--- src/rtl/ticket_arbiter.sv ---
// ticket_arbiter
//   Ticket-lock arbiter: a ticket dispenser plus a now-serving counter grant
//   one shared resource to HIPROC+1 requesters in strict arrival order.
//   At most one grant bit is ever high.
//
//   Optional feature macro: GRANT_TIMEOUT_EN
//     defined   -> hold watchdog forces release after 2**(HOLDMSB+1)-1
//                  grant cycles and pulses timeout for one cycle.
//     undefined -> no watchdog, timeout tied low, ownership unbounded.
module ticket_arbiter #(
  parameter int TKMSB   = 3,
  parameter int HIPROC  = 3,
  parameter int SELMSB  = 1,
  parameter int HOLDMSB = 7
) (
  input  logic            clock,
  input  logic            reset_n,
  input  logic [HIPROC:0] req,
  output logic [HIPROC:0] grant,
  output logic            busy,
  output logic [SELMSB:0] owner,
  output logic [TKMSB:0]  serving,
  output logic [TKMSB:0]  next_tk,
  output logic            timeout
);

  localparam int NREQ = HIPROC + 1;

  localparam logic [1:0] ST_IDLE  = 2'd0;
  localparam logic [1:0] ST_WAIT  = 2'd1;
  localparam logic [1:0] ST_GRANT = 2'd2;

  localparam logic [TKMSB:0] TK_ONE = (TKMSB + 1)'(1);

  // Ticket space must exceed the requester count so that equality against
  // the serving counter can never alias two live tickets, and the owner
  // field must be able to encode HIPROC. A mis-sized configuration lands in
  // this block, which is intentionally empty.
  if (((2 ** (TKMSB + 1)) <= NREQ) || ((2 ** (SELMSB + 1)) <= HIPROC) ||
      (HOLDMSB < 0)) begin : g_bad_params
  end

  // Per-requester state and held ticket
  logic [HIPROC:0][1:0]     r_state;
  logic [HIPROC:0][TKMSB:0] r_ticket;
  logic [HIPROC:0]          r_grant;

  // Shared counters
  logic [TKMSB:0]           r_serving;
  logic [TKMSB:0]           r_next_tk;

  // State decode
  logic [HIPROC:0]          w_idle;
  logic [HIPROC:0]          w_wait;
  logic [HIPROC:0]          w_own;

  // Per-requester events for this edge
  logic [HIPROC:0]          w_raise;
  logic [HIPROC:0]          w_turn;
  logic [HIPROC:0]          w_take;
  logic [HIPROC:0]          w_skip;
  logic [HIPROC:0]          w_drop;
  logic [HIPROC:0]          w_force;
  logic [HIPROC:0]          w_block;

  // Dispenser
  logic [HIPROC:0][TKMSB:0] w_offer;
  logic [TKMSB:0]           w_tk_acc;
  logic [TKMSB:0]           w_next_tk_nxt;

  logic                     w_busy;
  logic                     w_adv;
  logic [SELMSB:0]          w_owner;

  // Decode each requester's state into one-hot-per-requester flags
  always_comb begin
    w_idle = '0;
    w_wait = '0;
    w_own  = '0;
    for (int i = 0; i < NREQ; i++) begin
      w_idle[i] = (r_state[i] == ST_IDLE);
      w_wait[i] = (r_state[i] == ST_WAIT);
      w_own[i]  = (r_state[i] == ST_GRANT);
    end
  end

  assign w_busy = |r_grant;

  // Classify what each requester does at this edge
  always_comb begin
    w_turn = '0;
    for (int i = 0; i < NREQ; i++) begin
      // Only the waiter holding the serving ticket may act, and only once
      // the resource is free; this yields the one dead cycle on hand-over.
      w_turn[i] = w_wait[i] && (r_ticket[i] == r_serving) && !w_busy;
    end
  end

  assign w_raise = w_idle & req & ~w_block;
  assign w_take  = w_turn & req;
  assign w_skip  = w_turn & ~req;
  assign w_drop  = w_own & ~req;

  // At most one of skip/drop/force can fire per edge: a waiter can only
  // act while nobody owns, and only the owner can drop or be forced.
  assign w_adv = |(w_skip | w_drop | w_force);

  // Hand out consecutive tickets to new arrivals, lowest index first
  always_comb begin
    w_tk_acc = r_next_tk;
    w_offer  = '0;
    for (int i = 0; i < NREQ; i++) begin
      w_offer[i] = w_tk_acc;
      if (w_raise[i]) begin
        w_tk_acc = w_tk_acc + TK_ONE;
      end
    end
    w_next_tk_nxt = w_tk_acc;
  end

  // Per-requester FSM, ticket capture and registered grant
  always_ff @(posedge clock or negedge reset_n) begin
    if (!reset_n) begin
      r_state  <= '0;
      r_ticket <= '0;
      r_grant  <= '0;
    end else begin
      for (int i = 0; i < NREQ; i++) begin
        case (r_state[i])
          ST_IDLE: begin
            if (w_raise[i]) begin
              r_state[i]  <= ST_WAIT;
              r_ticket[i] <= w_offer[i];
            end
          end
          ST_WAIT: begin
            // Ticket is retained if req drops early; the slot is skipped
            // only when its turn actually comes.
            if (w_take[i]) begin
              r_state[i] <= ST_GRANT;
            end else if (w_skip[i]) begin
              r_state[i] <= ST_IDLE;
            end
          end
          ST_GRANT: begin
            if (w_drop[i] || w_force[i]) begin
              r_state[i] <= ST_IDLE;
            end
          end
          default: begin
            r_state[i] <= ST_IDLE;
          end
        endcase
        r_grant[i] <= w_take[i] | (w_own[i] & req[i] & ~w_force[i]);
      end
    end
  end

  // Now-serving advances whenever a ticket is retired; dispenser follows arrivals
  always_ff @(posedge clock or negedge reset_n) begin
    if (!reset_n) begin
      r_serving <= '0;
      r_next_tk <= '0;
    end else begin
      if (w_adv) begin
        r_serving <= r_serving + TK_ONE;
      end
      r_next_tk <= w_next_tk_nxt;
    end
  end

`ifdef GRANT_TIMEOUT_EN
  localparam logic [HOLDMSB:0] HOLD_ONE = (HOLDMSB + 1)'(1);

  logic [HOLDMSB:0] r_hold;
  logic [HIPROC:0]  r_block;
  logic             r_timeout;
  logic             w_hold_hit;

  // r_hold equals the number of cycles the current owner has held grant
  assign w_hold_hit = &r_hold;
  assign w_force    = w_own & req & {NREQ{w_hold_hit}};
  assign w_block    = r_block;

  // Watchdog: restart at 1 on every new grant, count while ownership lasts
  always_ff @(posedge clock or negedge reset_n) begin
    if (!reset_n) begin
      r_hold <= '0;
    end else if (|w_take) begin
      r_hold <= HOLD_ONE;
    end else if (w_busy) begin
      r_hold <= r_hold + HOLD_ONE;
    end
  end

  // A forced-out requester must lower req once before it may re-enter
  always_ff @(posedge clock or negedge reset_n) begin
    if (!reset_n) begin
      r_block <= '0;
    end else begin
      r_block <= (r_block & req) | w_force;
    end
  end

  // One-cycle pulse coinciding with the forced grant drop
  always_ff @(posedge clock or negedge reset_n) begin
    if (!reset_n) begin
      r_timeout <= 1'b0;
    end else begin
      r_timeout <= |w_force;
    end
  end

  assign timeout = r_timeout;
`else
  assign w_force = '0;
  assign w_block = '0;
  assign timeout = 1'b0;
`endif

  // Binary index of the single granted requester, zero when idle
  always_comb begin
    w_owner = '0;
    for (int i = 0; i < NREQ; i++) begin
      if (r_grant[i]) begin
        w_owner = (SELMSB + 1)'(i);
      end
    end
  end

  assign grant   = r_grant;
  assign busy    = w_busy;
  assign owner   = w_owner;
  assign serving = r_serving;
  assign next_tk = r_next_tk;

endmodule
--- config.mk ---
export PLATFORM = sky130hd
export DESIGN_NAME = ticket_arbiter
export DESIGN_NICKNAME = d
export VERILOG_FILES = /design/src/rtl/ticket_arbiter.sv
export SDC_FILE = /design/constraint.sdc
export NUM_CORES = 1
export LEC_CHECK = 0
export ABC_AREA = 1
export BUFFER_PORTS_ARGS = -buffer_cell sky130_fd_sc_hd__buf_2
export CORE_AREA = 2 2 78 80
export DETAILED_ROUTE_END_ITERATION = 8
export DIE_AREA = 0 0 80 82
export PLACE_DENSITY = 0.55
export SYNTH_ARGS = -nofsm -noshare
export SYNTH_HDL_FRONTEND = slang
export SYNTH_SLANG_ARGS = --single-unit
--- constraint.sdc ---
create_clock -name clock -period 4.8 [get_ports clock]
set_input_delay 0.72 -clock clock [delete_from_list [all_inputs] [get_ports clock]]
set_output_delay 0.72 -clock clock [all_outputs]
set_load 0.03 [all_outputs]
==> out/qor.csv, run 1 <==
metric,value,unit
switching_share,49.76,%
p_leak,1.348,nW
path_clk_slew,0.07,ns
core_area,5746,sq um
insertion_delay,0.29,ns
cts_resized,0,
min_path_type,in2async,
routed_wl,4.658,mm
cts_buffers,5,
synth_top_area_share,40.61,%
postCtsSetupRepairBufs,0,
grt_antenna_before_repair,0,
vias,1849,
layout-drive-gt1-share,21.52,%
slew_headroom,46.23,%
htreeDepth,2,
min_period_over_period,50.04,%
initial_utilization,38.61,%
wl_per_cell,11.91,microns
dieArea,6560,sq um
fin_skew,0.005285,ns
dr.pass1.iters,4,
dieWidth,80,microns
clk_path_buf_depth,2,
tns,0,ns
p_sw,0.0009286,W
synth_top_cell_by_area,dfrtp_1,
cp_slowest_cell,dfrtp_1,
antenna_cells,0,
ys.warnings.count,0,
hold_viol_final,0,
path_delay_family,simple AND/OR/NAND/NOR gates,
power,0.001866,W
rr_startpoint,r_state[1],
layout_commonest_cell,nand2_1,
grt_usage,15.82,%
post_synth_num_cell_types,33,
worst-path-max-fanout,13,
num_rows,28,
pin_count,22,
tritoncts,done,
p_comb_share,55.4,%
peakVddDrop,0.0002317,V
min_period,2.402,ns
syn_to_final_growth,10.94,%
drcViolationCount,0,
die_y,82,microns
reg2reg_slack,2.40,ns
cpMostUsedCell,nand2_1,
antenna_left,0,
hpwlAfterDp,3.647,mm
rsz0062_at_grt,false,
cts_hold_buf,0,
grt_max_degree,37,
cp_data_arrival_time,2.55,ns
crit_chain,nor2_4 -> nand2_4 -> nand2_1 -> nand2_2 -> ha_1 -> nand2_1 -> nand3_1 -> nand2_1 -> nand2_1 -> nand2_1 -> inv_1 -> ha_1 -> nand2_1 -> o21ai_0,
worstSetupStartpointType,register,
max_stage_delay,0.42,ns
intPower,0.0009376,W
rr_endpoint,next_tk[1],
cp.depth,14,
syn_inst,296,
final-setup-viol-count,0,
synth_nets,306,
mostFrequentLayoutCells,"91 x nand2_1, 36 x dfrtp_1, 27 x inv_1, 21 x nor2_1",
required,4.95,ns
max_freq,416.3,MHz
critPathBufInv,1,
routabilityCongestion,0.8026,
grt_pass1_vias,1790,
clock_power_share,14.2,%
worst_pin_slew,0.8066,ns
maxSlewViolCount,0,
r2r_cells,14,
syn_area,2218,sq um
detail_route.vias_per_cell,4.729,
yosys-top-cells-area,"dfrtp_1 41%, nand2_1 15%, inv_1 4.6%, nand3_1 4.5%, nor2_1 3.6%",
drt_iter0_drc,92,
io_buffers,20,
ys_ff_latch,36,
clkSinkCount,36,
cap_violations,0,
outcome,completed,
power_density,758.3,nW/um^2
grt_first_pass_wirelength,7.886,mm
nets,325,
cts_root_buffer,clkbuf_8,
grt-ovfl-total,0,
crit_path_end_kind,register,
postSynthAreaPerCell,7.495,sq um
synth-seq-area-share,40.61,%
p_seq_share,30.4,%
path_class,reg2reg,
## cells in the mapped netlist, drive strengths merged
library cell / count
nand2: 102
nand3: 27
clkinv: 1
nor3: 3
nor2: 26
a21oi: 10
or2: 3
o22ai: 4
buf: 8
inv: 40
ha: 4
o21ai: 16
xor2: 8
dfrtp: 36
xnor2: 2
conb: 1
nand4: 2
o21bai: 1
a31oi: 2
## registers in the layout, indices dropped and copies added (netlist names)
register	count
r_state	8
grant	4
r_ticket	16
next_tk	4
serving	4
## layer usage
metal | global-route usage [%] | routed length, microns
met2 | 28.00 | 2306
met4 | 5.932 | 95
met5 | 0 | 0
met3 | 3.626 | 155
met1 | 18.72 | 2102
## worst reg2reg max path, cell delays in order (launching register included)
cell	delay, ns
dfrtp_1	0.42
nor2_4	0.21
nand2_4	0.16
nand2_1	0.15
nand2_2	0.11
ha_1	0.32
nand2_1	0.07
nand3_1	0.07
nand2_1	0.08
nand2_1	0.07
nand2_1	0.12
inv_1	0.06
ha_1	0.28
nand2_1	0.06
o21ai_0	0.07
## logic make-up after synthesis
logic type                 share of synthesized area [%]
AOI/OAI and AO/OA                                  8.065
xor gates and xnor gates                           3.948
adders and majority gates                          2.256
buffers and inverters                              9.814
DFF                                                40.61
other                                             0.1690
and+or+nand+nor                                    35.14
## power groups by stage
stage	logic, W	registers, W	clock network [W]
3_3_place_gp	0.00103	0.000572	0
2_1_floorplan	0.000824	0.000578	0
5_1_grt	0.00119	0.000588	0.000283
4_1_cts	0.00105	0.000569	0.000273
3_5_place_dp	0.00104	0.000575	0
6_report	0.00103	0.000568	0.000265
## worst max-delay path by stage
stage,startpoint,end,slack (ns)
floorplan,req[0],next_tk[1],2.62
CTS,r_state[1],next_tk[1],2.40
global route,r_state[1],next_tk[1],2.18
global placement,req[0],next_tk[1],2.24
detailed placement,req[0],next_tk[1],2.14
finish,r_state[1],next_tk[1],2.40
## per-stage QoR
step | instance area [sq um] | instances | util, % | setup WS [ns] | hold slack [ns]
finish | 2461 | 391 | 42.84 | 2.398 | 0.5057
global route | 2461 | 391 | 42.84 | 2.184 | 0.5410
CTS | 2461 | 391 | 42.84 | 2.395 | 0.5086
detailed placement | 2354 | 383 | 40.96 | 2.143 | 0.4901
global placement | 2354 | 383 | 40.96 | 2.240 | 0.4899
floorplan | 2218 | 296 | - | 2.622 | 0.4244
## final cells by class
cell class | count | area (sq um)
Sequential cell | 36 | 900.9
Inverter | 41 | 158.9
Multi-Input combinational cell | 211 | 1100
Clock buffer | 6 | 72.57
Clock inverter | 2 | 35.03
Tap cell | 75 | 93.84
Timing Repair Buffer | 20 | 100.1
Fill cell | 629 | 3284
(Power assumes the default switching activity.)
==> inputs of run 2 (changes only) <==
==> constraint.sdc (replaced) <==
create_clock -name clock -period 2.4 [get_ports clock]
set_input_delay 0.36 -clock clock [delete_from_list [all_inputs] [get_ports clock]]
set_output_delay 0.36 -clock clock [all_outputs]
set_load 0.03 [all_outputs]
==> out/qor.csv, run 2 (same netlist as run 1, synthesis figures left out) <==
metric,value,unit,change
outcome,completed,,
rr_endpoint,next_tk[1],,
cp_data_arrival_time,2.36,ns,-0.19 ns
dr.pass1.iters,4,,unchanged
power_density,1519,nW/um^2,+100%
dieWidth,80,microns,unchanged
seq_area,900.9,sq um,unchanged
n_fill_cell,621,,-1.3%
antenna_cells,0,,unchanged
largest_reg_flops,16,,unchanged
num_rows,28,,unchanged
pin_count,22,,unchanged
hpwlAfterDp,3.648,mm,about the same
slew_headroom,43.93,%,-2.3 points
grt_antenna_before_repair,0,,unchanged
critPathCapture,next_tk[1],,
min_path_type,in2async,,
required,2.56,ns,-2.39 ns
rr_startpoint,r_state[0],,
grt_max_degree,37,,unchanged
routabilityCongestion,0.7469,,-6.9%
routed_wl,4.781,mm,+2.6%
switching_share,49.36,%,-0.39 points
largest-register,r_ticket,,
syn_to_final_growth,12.97,%,
drt_iter0_drc,91,,-1.1%
grt_usage,15.90,%,+0.082 points
p_seq_share,29.7,%,-0.7 points
r2r_cells,14,,unchanged
tritoncts,done,,
place_ws,0.1609,ns,-1.982 ns
layout_commonest_cell,nand2_1,,
wl_per_cell,12.10,microns,+1.6%
core_area,5746,sq um,unchanged
path_class,reg2reg,,
peakVddDrop,0.0004444,V,+92%
min_period_over_period,91.57,%,+42 points
maxSlewViolCount,0,,unchanged
clock_power_share,13.8,%,-0.4 points
antenna_left,0,,unchanged
hold_viol_final,0,,unchanged
nets,329,,+1.2%
timing.hold.ws,0.1768,ns,-0.3289 ns
die_y,82,microns,unchanged
p_sw,0.001880,W,+100%
cts_hold_buf,0,,unchanged
max_freq,455.0,MHz,+9.3%
htreeDepth,2,,unchanged
grt-ovfl-total,0,,unchanged
fin_skew,0.008414,ns,+0.003129 ns
multiInputGateArea,1115,sq um,+1.4%
intPower,0.001928,W,+110%
reg2reg_slack,0.20,ns,-2.20 ns
mostFrequentLayoutCells,"90 x nand2_1, 36 x dfrtp_1, 27 x inv_1, 21 x nor2_1",,
crit_start,r_state[0],,
stdcell_area,2506,sq um,+1.8%
cts_buffers,5,,unchanged
p_leak,1.366,nW,+1.4%
insertion_delay,0.29,ns,about the same
final-setup-viol-count,0,,unchanged
grt_pass1_vias,1733,,-3.2%
drcViolationCount,0,,unchanged
initial_utilization,38.61,%,unchanged
grt_first_pass_wirelength,7.955,mm,+0.87%
crit_path_end_kind,register,,
cap_violations,0,,unchanged
clkSinkCount,36,,unchanged
placed_cell_area,2376,sq um,+0.96%
p_comb_share,56.5,%,+1.1 points
largestRegisters,"r_ticket x16, r_state x8",,
worst-path-max-fanout,5,,-8
clk_path_buf_depth,2,,unchanged
min_period,2.198,ns,-0.2043 ns
dieArea,6560,sq um,unchanged
detail_route.vias_per_cell,4.749,,+0.43%
worst_pin_slew,0.8411,ns,+0.03453 ns
fin_ws,0.2024,ns,-2.196 ns
vias,1876,,+1.5%
cts_root_buffer,clkbuf_8,,
worstSetupStartpointType,register,,
layout-drive-gt1-share,23.13,%,+1.6 points
io_buffers,20,,unchanged
path_clk_slew,0.08,ns,about the same
run 2: worst max-delay path: stages, from the launching register on:
cell     delay (ns)
dfrtp_1        0.41
nor2_4         0.21
nand2_4        0.07
nand2_1        0.11
nand2_2        0.11
ha_1           0.32
nand2_1        0.07
nand3_1        0.07
nand2_1        0.08
nand2_1        0.07
nand2_2        0.09
inv_1          0.05
ha_1           0.28
nand2_1        0.06
o21ai_0        0.08
run 2: worst min-delay path by stage:
| stage | from | to | slack [ns] | cells past startpoint |
|---|---|---|---|---|
| after floorplan | reset_n | grant[0] | 0.06 | 0 |
| after global placement | r_ticket[5] | r_ticket[5] | 0.49 | 2 |
| final | reset_n | r_ticket[9] | 0.18 | 1 |
| after CTS | reset_n | serving[0] | 0.20 | 1 |
| after global routing | reset_n | r_ticket[15] | 0.23 | 1 |
| after detailed placement | r_ticket[5] | r_ticket[5] | 0.49 | 2 |
run 2: repair_timing:
action	CTS	global route
setup buffers	0	1
resized for setup	0	2
setup endpoints to repair	0	2
run 2: power groups by stage:
stage | registers, W | logic [W] | clock network (W)
2_1_floorplan | 0.00116 | 0.00165 | 0
3_3_place_gp | 0.00113 | 0.00210 | 0
3_5_place_dp | 0.00114 | 0.00213 | 0
4_1_cts | 0.00113 | 0.00214 | 0.000543
5_1_grt | 0.00117 | 0.00248 | 0.000578
6_report | 0.00113 | 0.00215 | 0.000527
run 2: stage by stage:
step	util [%]	power, W	TNS, ns	cells
detailed placement	41.35	0.003265	0	386
CTS	43.23	0.003807	0	394
finish	43.62	0.003808	0	395
floorplan	-	0.002804	0	296
global route	43.62	0.004230	-0.001947	395
global placement	41.35	0.003235	0	386
run 2: area by class of cell:
| type | instances | area share (%) |
|---|---|---|
| repair buffers | 24 | 5.192 |
| well taps | 75 | 3.744 |
| inverters | 41 | 6.340 |
| flip-flops and latches | 36 | 35.95 |
| multi-input cells | 211 | 44.48 |
| clock inverters | 2 | 1.398 |
| clock buffers | 6 | 2.896 |
run 2: routing by layer:
layer,vias to the layer above,part of all wire (%),global-route usage (%)
li1,977,-,-
met1,878,48,20.47
met2,19,50,27.00
met3,2,2.4,3.407
met4,0,0.31,4.576
met5,-,0,0
==> inputs of run 3 (changes only) <==
==> config.mk (replaced) <==
export PLATFORM = sky130hd
export DESIGN_NAME = ticket_arbiter
export DESIGN_NICKNAME = d
export VERILOG_FILES = /design/src/rtl/ticket_arbiter.sv
export SDC_FILE = /design/constraint.sdc
export NUM_CORES = 1
export LEC_CHECK = 0
export ABC_AREA = 1
export CORE_AREA = 2 2 89 91
export CTS_CLUSTER_SIZE = 10
export DETAILED_ROUTE_END_ITERATION = 8
export DIE_AREA = 0 0 91 93
export DONT_BUFFER_PORTS = 1
export PLACE_DENSITY = 0.42
export SYNTH_ARGS = -nofsm -noshare
export SYNTH_HDL_FRONTEND = slang
export SYNTH_SLANG_ARGS = --single-unit
==> out/qor.csv, run 3 (same netlist as run 1, synthesis figures left out) <==
metric,value,unit,change
cts_root_buffer,clkbuf_8,,
vias,1803,,-3.9%
max_freq,455.8,MHz,+0.18%
drcViolationCount,0,,unchanged
layout_commonest_cell,nand2_1,,
routabilityCongestion,0.7672,,+2.7%
hpwlAfterDp,4.009,mm,+9.9%
hold_viol_final,0,,unchanged
antenna_cells,0,,unchanged
initial_utilization,29.47,%,-9.1 points
drt_iter0_drc,54,,-41%
pin_count,22,,unchanged
crit_path_end_kind,register,,
htreeDepth,2,,unchanged
min_period,2.194,ns,-0.003878 ns
min_period_over_period,91.41,%,-0.16 points
insertion_delay,0.29,ns,about the same
crit_chain,ha_1 -> nand3_2 -> nand2_2 -> ha_1 -> nand2_1 -> nand3_1 -> nand2_1 -> nand2_1 -> nand2_2 -> inv_1 -> ha_1 -> nand2_1 -> o21ai_0,,
final-setup-viol-count,0,,unchanged
fin_util,33.16,%,-10 points
dp_cells,401,,+3.9%
grt_usage,13.39,%,-2.5 points
path_delay_family,adder cells,,
detail_route.vias_per_cell,4.387,,-7.6%
largestRegisters,"r_ticket x16, r_state x8",,
path_class,reg2reg,,
die_y,93,microns,+13%
io_buffers,0,,-100%
layout-drive-gt1-share,19.74,%,-3.4 points
grt_first_pass_wirelength,8.866,mm,+11%
core_area,7527,sq um,+31%
outcome,completed,,
nets,318,,-3.3%
slew_headroom,58.69,%,+15 points
place_ws,0.2090,ns,+0.04811 ns
tns,0,ns,unchanged
grt_pass1_vias,1795,,+3.6%
largest_reg_flops,16,,unchanged
dieWidth,91,microns,+14%
power,0.003704,W,-2.7%
mostFrequentLayoutCells,"90 x nand2_1, 36 x dfrtp_1, 27 x inv_1, 21 x nor2_1, 20 x nand3_1",,
syn_to_final_growth,12.52,%,
worst-path-max-fanout,5,,unchanged
dr.pass1.iters,4,,unchanged
wl_per_cell,12.55,microns,+3.7%
worstSetupStartpointType,register,,
cap_violations,0,,unchanged
rsz0062_at_grt,false,,
cts_buffers,5,,unchanged
fin_skew,0.006296,ns,-0.002118 ns
num_rows,32,,+14%
path_clk_slew,0.08,ns,about the same
max_stage_delay,0.38,ns,-0.03 ns
fin_ws,0.2063,ns,+0.003878 ns
power_density,1484,nW/um^2,-2.3%
peakVddDrop,0.0003247,V,-27%
tritoncts,done,,
required,2.58,ns,+0.02 ns
min_path_type,in2reg,,
clk_path_buf_depth,2,,unchanged
dieArea,8463,sq um,+29%
critPathBufInv,1,,unchanged
fin_cells,411,,+4.1%
largest-register,r_ticket,,
clkSinkCount,36,,unchanged
p_leak,1.314,nW,-3.8%
antenna_left,0,,unchanged
routed_wl,5.158,mm,+7.9%
grt-ovfl-total,0,,unchanged
maxSlewViolCount,0,,unchanged
cp_slowest_cell,dfrtp_1,,
cp_data_arrival_time,2.37,ns,about the same
worst_pin_slew,0.6197,ns,-0.2214 ns
cpMostUsedCell,nand2_1,,
grt_max_degree,37,,unchanged
grt_antenna_before_repair,0,,unchanged
==> run 3: worst paths after layout <==
path                              from           to  cells after the start  slack, ns
max                         next_tk[0]   next_tk[1]                     13       0.21
max in group asynchronous      reset_n   r_state[5]                      2       1.68
min reg2reg                r_ticket[5]  r_ticket[5]                      2       0.51
min in group asynchronous      reset_n   next_tk[3]                      2       0.53
min                             req[1]   r_state[3]                      2       0.22
max reg2reg                 next_tk[0]   next_tk[1]                     13       0.21
==> run 3: worst register-to-register path, delay by kind of cell, from the launching register on <==
kind / cells / cell delay, ns
AO/OA/AOI/OAI: 1 / 0.07
adder cells (fa/ha/maj): 3 / 0.92
buffers and inverters: 1 / 0.05
flip-flops: 1 / 0.38
AND/OR/NAND/NOR: 8 / 0.66
==> run 3: repair_timing <==
action,CTS,global route
setup endpoints to repair,0,1
hold buffers,2,0
hold endpoints to repair,36,0
setup buffers,0,0
resized for setup,0,1
==> run 3: cell type report <==
cell class	count	area (sq um)
Timing Repair Buffer	13	112.6
Inverter	41	158.9
Sequential cell	36	900.9
Tap cell	102	127.6
Fill cell	865	5031
Multi-Input combinational cell	211	1102
Clock buffer	7	86.33
Clock inverter	1	7.507
==> run 3: routing by layer <==
| layer | routed length [microns] | global-route usage (%) |
|---|---|---|
| met1 | 2467 | 16.98 |
| met2 | 2491 | 22.90 |
| met3 | 132 | 3.062 |
| met4 | 67 | 3.788 |
| met5 | 0 | 0 |
==> run 3: through the flow <==
step           hold slack (ns)  cell area (sq um)
2_1_floorplan          0.06441               2218
3_3_place_gp           0.06573               2370
3_5_place_dp           0.06563               2370
4_1_cts                 0.2011               2494
5_1_grt                 0.2174               2496
6_report                0.2232               2496
==> run 3: report_power, final <==
part / internal, W / leakage (nW) / switching [W]
Sequential: 0.000875 / 0.446 / 0.000321
Clock: 0.000233 / 0.0445 / 0.000226
Combinational: 0.000711 / 0.824 / 0.00134
